### src/rtl/arb_rr_pkt.sv
// Round-robin packet arbiter: a grant is locked to one requester until ack&last
// or a no-ack timeout, then the pointer rotates past the grantee and re-arbitrates.
module arb_rr_pkt #(
  parameter int WID  = 4,
  parameter int TOUT = 16
) (
  input  logic                                   clk,
  input  logic                                   rst,
  input  logic [WID-1:0]                         rqsts,
  input  logic                                   ack,
  input  logic                                   last,
  output logic [WID-1:0]                         grnts,
  output logic                                   gnt_vld,
  output logic [((WID > 1) ? $clog2(WID) : 1)-1:0] gnt_idx,
  output logic                                   tout
);
  localparam int IW = (WID > 1) ? $clog2(WID) : 1;
  localparam int CW = $clog2(TOUT + 1);

  typedef enum logic {IDLE, BUSY} state_t;

  state_t         state, state_nxt;
  logic [IW-1:0]  ptr, ptr_nxt, idx_nxt, arb_base;
  logic [CW-1:0]  cnt, cnt_nxt;
  logic           vld_nxt, tout_nxt;
  logic [WID-1:0] arb_req, grnts_nxt;

  // Arbitration: lowest request at or above base, else lowest overall.
  logic           hi_fnd, lo_fnd, win_fnd;
  logic [IW-1:0]  hi_idx, lo_idx, win_idx;

  always_comb begin
    hi_fnd = 1'b0;
    lo_fnd = 1'b0;
    hi_idx = '0;
    lo_idx = '0;
    for (int i = WID - 1; i >= 0; i--) begin
      if (arb_req[i]) begin
        lo_fnd = 1'b1;
        lo_idx = IW'(i);
        if (i >= int'(arb_base)) begin
          hi_fnd = 1'b1;
          hi_idx = IW'(i);
        end
      end
    end
    win_fnd = lo_fnd;
    win_idx = hi_fnd ? hi_idx : lo_idx;
  end

  logic rel;

  always_comb begin
    state_nxt = state;
    ptr_nxt   = ptr;
    cnt_nxt   = cnt;
    idx_nxt   = gnt_idx;
    vld_nxt   = gnt_vld;
    tout_nxt  = 1'b0;
    arb_base  = ptr;
    arb_req   = rqsts;
    rel       = 1'b0;
    case (state)
      IDLE: begin
        if (win_fnd) begin
          state_nxt = BUSY;
          vld_nxt   = 1'b1;
          idx_nxt   = win_idx;
          cnt_nxt   = '0;
        end
      end
      BUSY: begin
        if (ack && last) begin
          rel = 1'b1;
        end else if (ack) begin
          cnt_nxt = '0;
        end else if (cnt >= CW'(TOUT - 1)) begin
          rel      = 1'b1;
          tout_nxt = 1'b1;
        end else begin
          cnt_nxt = (cnt == CW'(TOUT)) ? cnt : cnt + 1'b1;
        end
        if (rel) begin
          // Grantee's own bit is excluded so it cannot immediately win again.
          ptr_nxt  = (gnt_idx == IW'(WID - 1)) ? '0 : gnt_idx + 1'b1;
          arb_base = ptr_nxt;
          arb_req  = rqsts & ~(WID'(1) << gnt_idx);
          cnt_nxt  = '0;
          if (win_fnd) begin
            idx_nxt = win_idx;
          end else begin
            state_nxt = IDLE;
            vld_nxt   = 1'b0;
            idx_nxt   = '0;
          end
        end
      end
      default: state_nxt = IDLE;
    endcase
    grnts_nxt = vld_nxt ? (WID'(1) << idx_nxt) : '0;
  end

  always_ff @(posedge clk or posedge rst) begin
    if (rst) begin
      state   <= IDLE;
      ptr     <= '0;
      cnt     <= '0;
      grnts   <= '0;
      gnt_vld <= 1'b0;
      gnt_idx <= '0;
      tout    <= 1'b0;
    end else begin
      state   <= state_nxt;
      ptr     <= ptr_nxt;
      cnt     <= cnt_nxt;
      grnts   <= grnts_nxt;
      gnt_vld <= vld_nxt;
      gnt_idx <= idx_nxt;
      tout    <= tout_nxt;
    end
  end
endmodule

### config.mk
export PLATFORM = sky130hd
export DESIGN_NAME = arb_rr_pkt
export DESIGN_NICKNAME = d
export VERILOG_FILES = /design/src/rtl/arb_rr_pkt.sv
export SDC_FILE = /design/constraint.sdc
export NUM_CORES = 1
export LEC_CHECK = 0
export CAP_MARGIN = 20
export CORE_MARGIN = 2
export CORE_UTILIZATION = 52
export CTS_CLUSTER_SIZE = 16
export DETAILED_ROUTE_END_ITERATION = 6
export GPL_ROUTABILITY_DRIVEN = 0
export PLACE_DENSITY = 0.78
export SYNTH_ARGS = -nofsm -noshare
export SYNTH_HDL_FRONTEND = slang
export SYNTH_SLANG_ARGS = --single-unit
### constraint.sdc
create_clock -name clk -period 3.71 [get_ports clk]
set_input_delay 1.113 -clock clk [delete_from_list [all_inputs] [get_ports clk]]
set_output_delay 1.113 -clock clk [all_outputs]
set_load 0.01 [all_outputs]
## Word level (Yosys, flattened, before mapping)

Index checks and enable logic that the tools add are counted.

| cells by class | value |
|---|---|
| add/subtract/negate cells | 2 |
| magnitude comparators | 4 |
| equality and inequality tests | 6 |
| shifts and indexed selects | 2 |
| muxes and demuxes | 51 |
| bitwise gates (word level) | 3 |
| reductions and logical operators | 2 |

Operators with widths:

| cell | number |
|---|---|
| $mux 2 | 17 |
| $mux 5 | 6 |
| $mux 1 | 21 |
| $mux 4 | 3 |
| $pmux 5 s2 | 1 |
| $ne 4x3->1 const B | 2 |
| $shl 1x2->4 const A | 2 |
| $add 5x1->5 const B | 1 |
| $eq 5x5->1 const B | 1 |
| $ge 5x4->1 const B | 1 |
| $and 4x4->4 | 1 |
| $ge 1x2->1 const A | 2 |
| $not 4->4 | 1 |
| $pmux 1 s2 | 2 |
| $pmux 2 s2 | 1 |
| $reduce_and 4->1 | 1 |
| $ne 3x2->1 const B | 1 |
| $add 2x1->2 const B | 1 |
| $eq 2x2->1 const B | 1 |
| $ge 2x2->1 const A | 1 |
| $ne 2x2->1 const B | 1 |
| $logic_and 1x1->1 | 1 |
| $not 1->1 | 1 |

| storage, ports and cells | value |
|---|---|
| register bits | 16 |
| input bits | 8 |
| output and inout port bits | 8 |
| word-level logic and storage cells | 77 |

## Longest topological paths before layout

| logic depth | value |
|---|---|
| depth after elaboration | 20 |
| depth in mapped cells | 11 |
| mapped depth without buffers | 10 |

## Worst setup path after synthesis

No wires, ideal clock.

| timing | value |
|---|---|
| path kind | in2reg |
| start point | in ack |
| end point | reg grnts[3] |
| setup time | 0.067 ns |
| arrival time | 2.757 ns |
| required time | 3.643 ns |
| path slack | 0.886 ns |
| stages | 8 |
| buffers on the path | 1 |
| cells stage by stage | or3_4 -> o211a_1 -> buf_6 -> mux2_4 -> a21oi_2 -> a21oi_1 -> o32ai_4 -> o2111a_1 |

| between the ends | value |
|---|---|
| word-level cells in the longest chain between the ends | 18 |

Ends and longest elaborated chain:

| what | line | RTL |
|---|---|---|
| start: declaration | 10 | `input logic ack,` |
| $mux 1 or $logic_and 1x1->1 (tied branches) | 75, 73 |  |
| $mux 1 * | 73 | `if (ack && last) begin` |
| $mux 1 * | 63 | `case (state)` |
| $mux 2 * (2 in series) | - |  |
| net arb_base[0] | 23 | `logic [IW-1:0] ptr, ptr_nxt, idx_nxt, arb_base;` |
| $ge 2x2->1 | 41 | `if (i >= int'(arb_base)) begin` |
| $mux 2 or $mux 1 (tied branches) | 41 |  |
| $mux 2 or $mux 1 (tied branches) | 38 | `if (arb_req[i]) begin` |
| [4 not listed] | - |  |
| $mux 2 * | 48 | `win_idx = hi_fnd ? hi_idx : lo_idx;` |
| $mux 2 | 89 | `if (win_fnd) begin` |
| $mux 2 | 83 | `if (rel) begin` |
| $pmux 2 s2 * | 63 |  |
| net idx_nxt[1] | 23 |  |
| $shl 1x2->4 * | 100 | `grnts_nxt = vld_nxt ? (WID'(1) << idx_nxt) : '0;` |
| $mux 4 * | 100 |  |
| net grnts_nxt[3] | 26 | `logic [WID-1:0] arb_req, grnts_nxt;` |
| end signal: assignment | 116 | `grnts <= grnts_nxt;` |
| end: declaration | 12 | `output logic [WID-1:0] grnts,` |

Mark *: on every way through the listed nets, which the timed path passes. The rest lies on a longest branch. The select of a mux whose other input is x is not followed.
A chain may end at the register's enable or synchronous reset.

## Worst setup path in the final report

| timing | value |
|---|---|
| start point | in ack |
| end point | reg grnts[1] |

| between the ends | value |
|---|---|
| word-level cells in the longest chain between the ends | 18 |

Ends and longest elaborated chain:

| what | line |
|---|---|
| $mux 1 or $logic_and 1x1->1 (tied branches) | 75, 73 |
| $mux 1 * | 73 |
| $mux 1 * | 63 |
| $mux 2 or $mux 4 (tied branches) (2 in series) | - |
| $ge 2x2->1, or another cell as far along | 41 |
| $mux 2 or $mux 1 (tied branches) | 41 |
| $mux 2 or $mux 1 (tied branches) | 38 |
| $mux 2 or $mux 1 (tied branches) | 41 |
| [3 not listed] | - |
| $mux 2 | 48 |
| $mux 2 | 89 |
| $mux 2 | 83 |
| $pmux 2 s2 * | 63 |
| net idx_nxt[0] | 23 |
| $shl 1x2->4 * | 100 |
| $mux 4 * | 100 |
| net grnts_nxt[1] | 26 |

Marks and branches as above.

==> results <==
- The flow ran to the end, and the final reports show no timing, DRC or antenna violations.
- The height of the die is 47.7 um.
- The critical path data arrival time is 3.40 ns.
- The total of cells resized after clock tree synthesis is 0.
- The fraction of layout instances using a drive strength above 1 is 0.129.
- The smallest clock period supported by the final layout is computed as 3.20 ns.
- The synthesized-area fraction occupied by xor and xnor cells is 0.
- The total congestion overflow is 0.
- The total track usage is 0.202.
- At the pin with the least slew margin, the transition time is 0.601 ns.
- The synthesis-stage register bit count is 16.
- The share of the synthesized area in compound gates (AO/OA/AOI/OAI) is 0.196.
- The area overhead of the layout relative to synthesis is 20.3%.
- The initial utilization of the core area, before any placement, comes to 0.563.
- Of the total synthesized cell area, the portion taken by AND, OR, NAND and NOR gates is 0.203.
- The wire length per cell after detailed routing is 13.4 um.
- The post-synthesis instance total is 99.
- The power density relative to cell area is 568 mW/mm^2.
- For this run, global-route usage on met1 was measured as 0.285.
- Dividing the final minimum period by the clock period gives 0.864.
- In this run the number of H-tree levels came out at 1.
- The clock net in this run drives a total of 16 sinks.
- Total power for the finished layout comes to 679 uW.
- The worst-case setup slack after placement is 0.223 ns.
- After legalization and detailed placement, the total HPWL measured 1450 um.
- The maximum ir drop on the vdd rail is 391 uV.
- The number of hold buffers added after CTS was 0.
- The final hold violation count is 0.
- The class of the worst hold path is flop to flop.
- Summing over every cut layer, the via total after detailed routing is 757.
- The via density per instance is 5.37.
- Post-CTS timing repair inserted 0 buffers for setup.
- The total count of max-transition violations in the final report is 0.
- The largest single stage delay on the critical path is 0.50 ns.
- The worst relative slew slack is 0.599.
- The peak fanout along the critical path is 11.
- For this run, the register share of the synthesized area comes to 0.403.
- For met2 alone, demand over resource in global routing was 0.320.
- In this run the cell area of the synthesized design comes to 993 um^2.
- Walking the worst path, the cells encountered are clkdlybuf4s50_1, or3_4, o211a_1, a21boi_1, nor4_4, mux2i_1, o22ai_2, nor3b_1.
- The critical path in this run is classified as input pin to flop.
- The clock tree buffer depth is 2.
- The number of global-route vias before repair is 743.
- The endpoint class of the critical path is a flop.
- For this run, the number of Yosys warnings is 0.
- The number of cell rows is 15.
- The final setup TNS is 0 ns.
- For this run, design rule violations remaining after detail routing come to 0.
- The pre-antenna-repair detailed-routing pass consisted of 5 iterations.
- After synthesis, the largest family of logic cells by area is simple AND/OR/NAND/NOR gates.
- The leakage power of the design is 0.549 nW.
- The total area inside the core boundary comes to 0.00176 mm^2.
- The clock transition at the registers of the reported paths is 0.10 ns.
- Entering global routing, the biggest net connects 17 pins.
- The required time of the worst setup path is 3.91 ns.
- The utilization of the core after routing is 0.677.
- STA classifies the critical path startpoint as an input pin.
- When the netlist entered floorplanning its net count stood at 114.
- Setup repair after global routing left no endpoint under its margin.
- The antenna diode instance count is 0.
- The mux cell area share after synthesis is 0.0554.
- The global routing's busiest layer is met2.
- Once routing completed, OpenROAD measured the worst setup slack at 0.505 ns.
- The global-route track usage on met3 is 0.0302.
- 16 I/O pins were placed.
- The clock reaches the later pin of the worst-skew pair after 0.28 ns.
- In this run the horizontal extent of the chip is 47.7 um.
- Hold is met by 0.529 ns.
- The count of cell types in the netlist is 36.
- The slowest cell on the critical path is sky130_fd_sc_hd__clkdlybuf4s50_1.
- The wire length of the first global-routing pass is 3220 um.
- The full die area is 0.00228 mm^2.
- Setup violations remaining at the end of the flow were counted as 0.
- TritonCTS built the clock tree.
- Wires add up to 1890 um.
- The number of max-cap violations is 0.
- The commonest non-fill, non-tap cell in the layout is sky130_fd_sc_hd__dfrtp_1.
- The tree is rooted in a sky130_fd_sc_hd__clkbuf_4.
- A synthesized cell averages 10.0 um^2.
- The initial antenna violation count came to 0.
- Input and output buffers added on the ports amount to 15.
- The top cell types in the final layout, fill and taps aside, are sky130_fd_sc_hd__dfrtp_1, sky130_fd_sc_hd__clkdlybuf4s50_1, sky130_fd_sc_hd__inv_1.
- The number of antenna-violating nets in the routed design is 0.
- Timing would allow up to 0.312 GHz.
- The worst setup skew after layout is 0.00211 ns.
- Of the total synthesized cell area, the portion taken by full adders, half adders and majority gates is 0.0882.
- The total clock buffers created by CTS is 3.
- In the final design database the tool counted 132 nets.
- In this run, the number of DRC markers left after iteration 0 of detailed routing was 11.
[sequential cells by signal (all words and copies together), names as in the netlist]
signal   count
cnt          5
grnts        4
gnt_vld      1
ptr          2
state        1
tout         1
gnt_idx      2
[through the flow]
step | cells | area, um^2
floorplan | 99 | 993
global placement | 137 | 1160
detailed placement | 137 | 1160
CTS | 141 | 1190
global route | 141 | 1190
finish | 141 | 1190
[per-layer routing]
metal	part of all wire	up-vias
met3	0.031	2
met5	0	-
li1	-	376
met1	0.50	365
met4	0.012	0
met2	0.45	14
[final timing paths]
| check | from | end | slack (ns) | cells past startpoint |
|---|---|---|---|---|
| setup / recovery | ack | grnts[1] | 0.51 | 8 |
| hold / removal | cnt[2] | cnt[2] | 0.53 | 1 |
| setup reg to reg | cnt[0] | grnts[2] | 0.73 | 10 |
| hold reg to reg | cnt[2] | cnt[2] | 0.53 | 1 |
| max in group asynchronous | rst | ptr[0] | 2.13 | 2 |
| min in group asynchronous | rst | cnt[0] | 1.19 | 2 |
[kinds of logic after synthesis]
kind of cell / count (synthesis)
AND/OR/NAND/NOR: 34
flip-flops: 16
buffers and inverters: 12
adder cells (fa/ha/maj): 7
AO/OA/AOI/OAI: 25
multiplexers: 5
[cells in the mapped netlist]
| library cell | count | area (um^2) |
|---|---|---|
| sky130_fd_sc_hd__a21boi_1 | 1 | 7.51 |
| sky130_fd_sc_hd__buf_6 | 1 | 11.3 |
| sky130_fd_sc_hd__nor4_4 | 1 | 21.3 |
| sky130_fd_sc_hd__o2111a_1 | 1 | 11.3 |
| sky130_fd_sc_hd__o22ai_2 | 1 | 12.5 |
| sky130_fd_sc_hd__and4_1 | 1 | 8.76 |
| sky130_fd_sc_hd__a22o_1 | 1 | 8.76 |
| sky130_fd_sc_hd__nand2_1 | 9 | 33.8 |
| sky130_fd_sc_hd__buf_2 | 1 | 5.00 |
| sky130_fd_sc_hd__nand3_1 | 1 | 5.00 |
| sky130_fd_sc_hd__nand2b_1 | 2 | 12.5 |
| sky130_fd_sc_hd__inv_1 | 10 | 37.5 |
| sky130_fd_sc_hd__nor2_1 | 5 | 18.8 |
| sky130_fd_sc_hd__or3_1 | 1 | 6.26 |
| sky130_fd_sc_hd__a21oi_2 | 2 | 17.5 |
| sky130_fd_sc_hd__o211ai_1 | 1 | 7.51 |
| sky130_fd_sc_hd__nor3b_2 | 1 | 12.5 |
| sky130_fd_sc_hd__o32ai_4 | 1 | 27.5 |
| sky130_fd_sc_hd__nor2_2 | 1 | 6.26 |
| sky130_fd_sc_hd__ha_1 | 7 | 87.6 |
| sky130_fd_sc_hd__o21ai_1 | 2 | 10.0 |
| sky130_fd_sc_hd__o21ai_0 | 8 | 40.0 |
| sky130_fd_sc_hd__nor3_1 | 4 | 20.0 |
| sky130_fd_sc_hd__nor2b_1 | 2 | 12.5 |
| sky130_fd_sc_hd__mux2_4 | 1 | 15.0 |
| sky130_fd_sc_hd__or3_4 | 1 | 11.3 |
| sky130_fd_sc_hd__a21boi_2 | 1 | 11.3 |
| sky130_fd_sc_hd__mux2i_1 | 4 | 40.0 |
| sky130_fd_sc_hd__o21a_1 | 1 | 7.51 |
| sky130_fd_sc_hd__o211a_1 | 1 | 10.0 |
| sky130_fd_sc_hd__and3_1 | 3 | 18.8 |
| sky130_fd_sc_hd__dfrtp_1 | 16 | 400 |
| sky130_fd_sc_hd__a21oi_1 | 3 | 15.0 |
| sky130_fd_sc_hd__nor3b_1 | 1 | 7.51 |
| sky130_fd_sc_hd__o2bb2ai_1 | 1 | 8.76 |
| sky130_fd_sc_hd__or2_2 | 1 | 6.26 |
[power by group]
group	internal [mW]	total [mW]	switching [mW]
logic	0.151	0.307	0.155
clock network	0.0596	0.114	0.0549
registers	0.219	0.258	0.0385
total	0.430	0.679	0.249
[worst max-delay path: cells and delay by family]
kind | cells | cell delay, ns
buffers and inverters | 1 | 0.50
AND/OR/NAND/NOR | 3 | 0.77
AO/OA/AOI/OAI | 3 | 0.85
multiplexers | 1 | 0.17
[area by class of cell]
type                       count  area [um^2]
fill                         148          569
multi-input combinational     71          539
timing repair buffer          15          150
clock buffer                   4         36.3
sequential                    16          400
tap                           25         31.3
inverter                      10         37.5
Power figures use the tool's default switching activity.
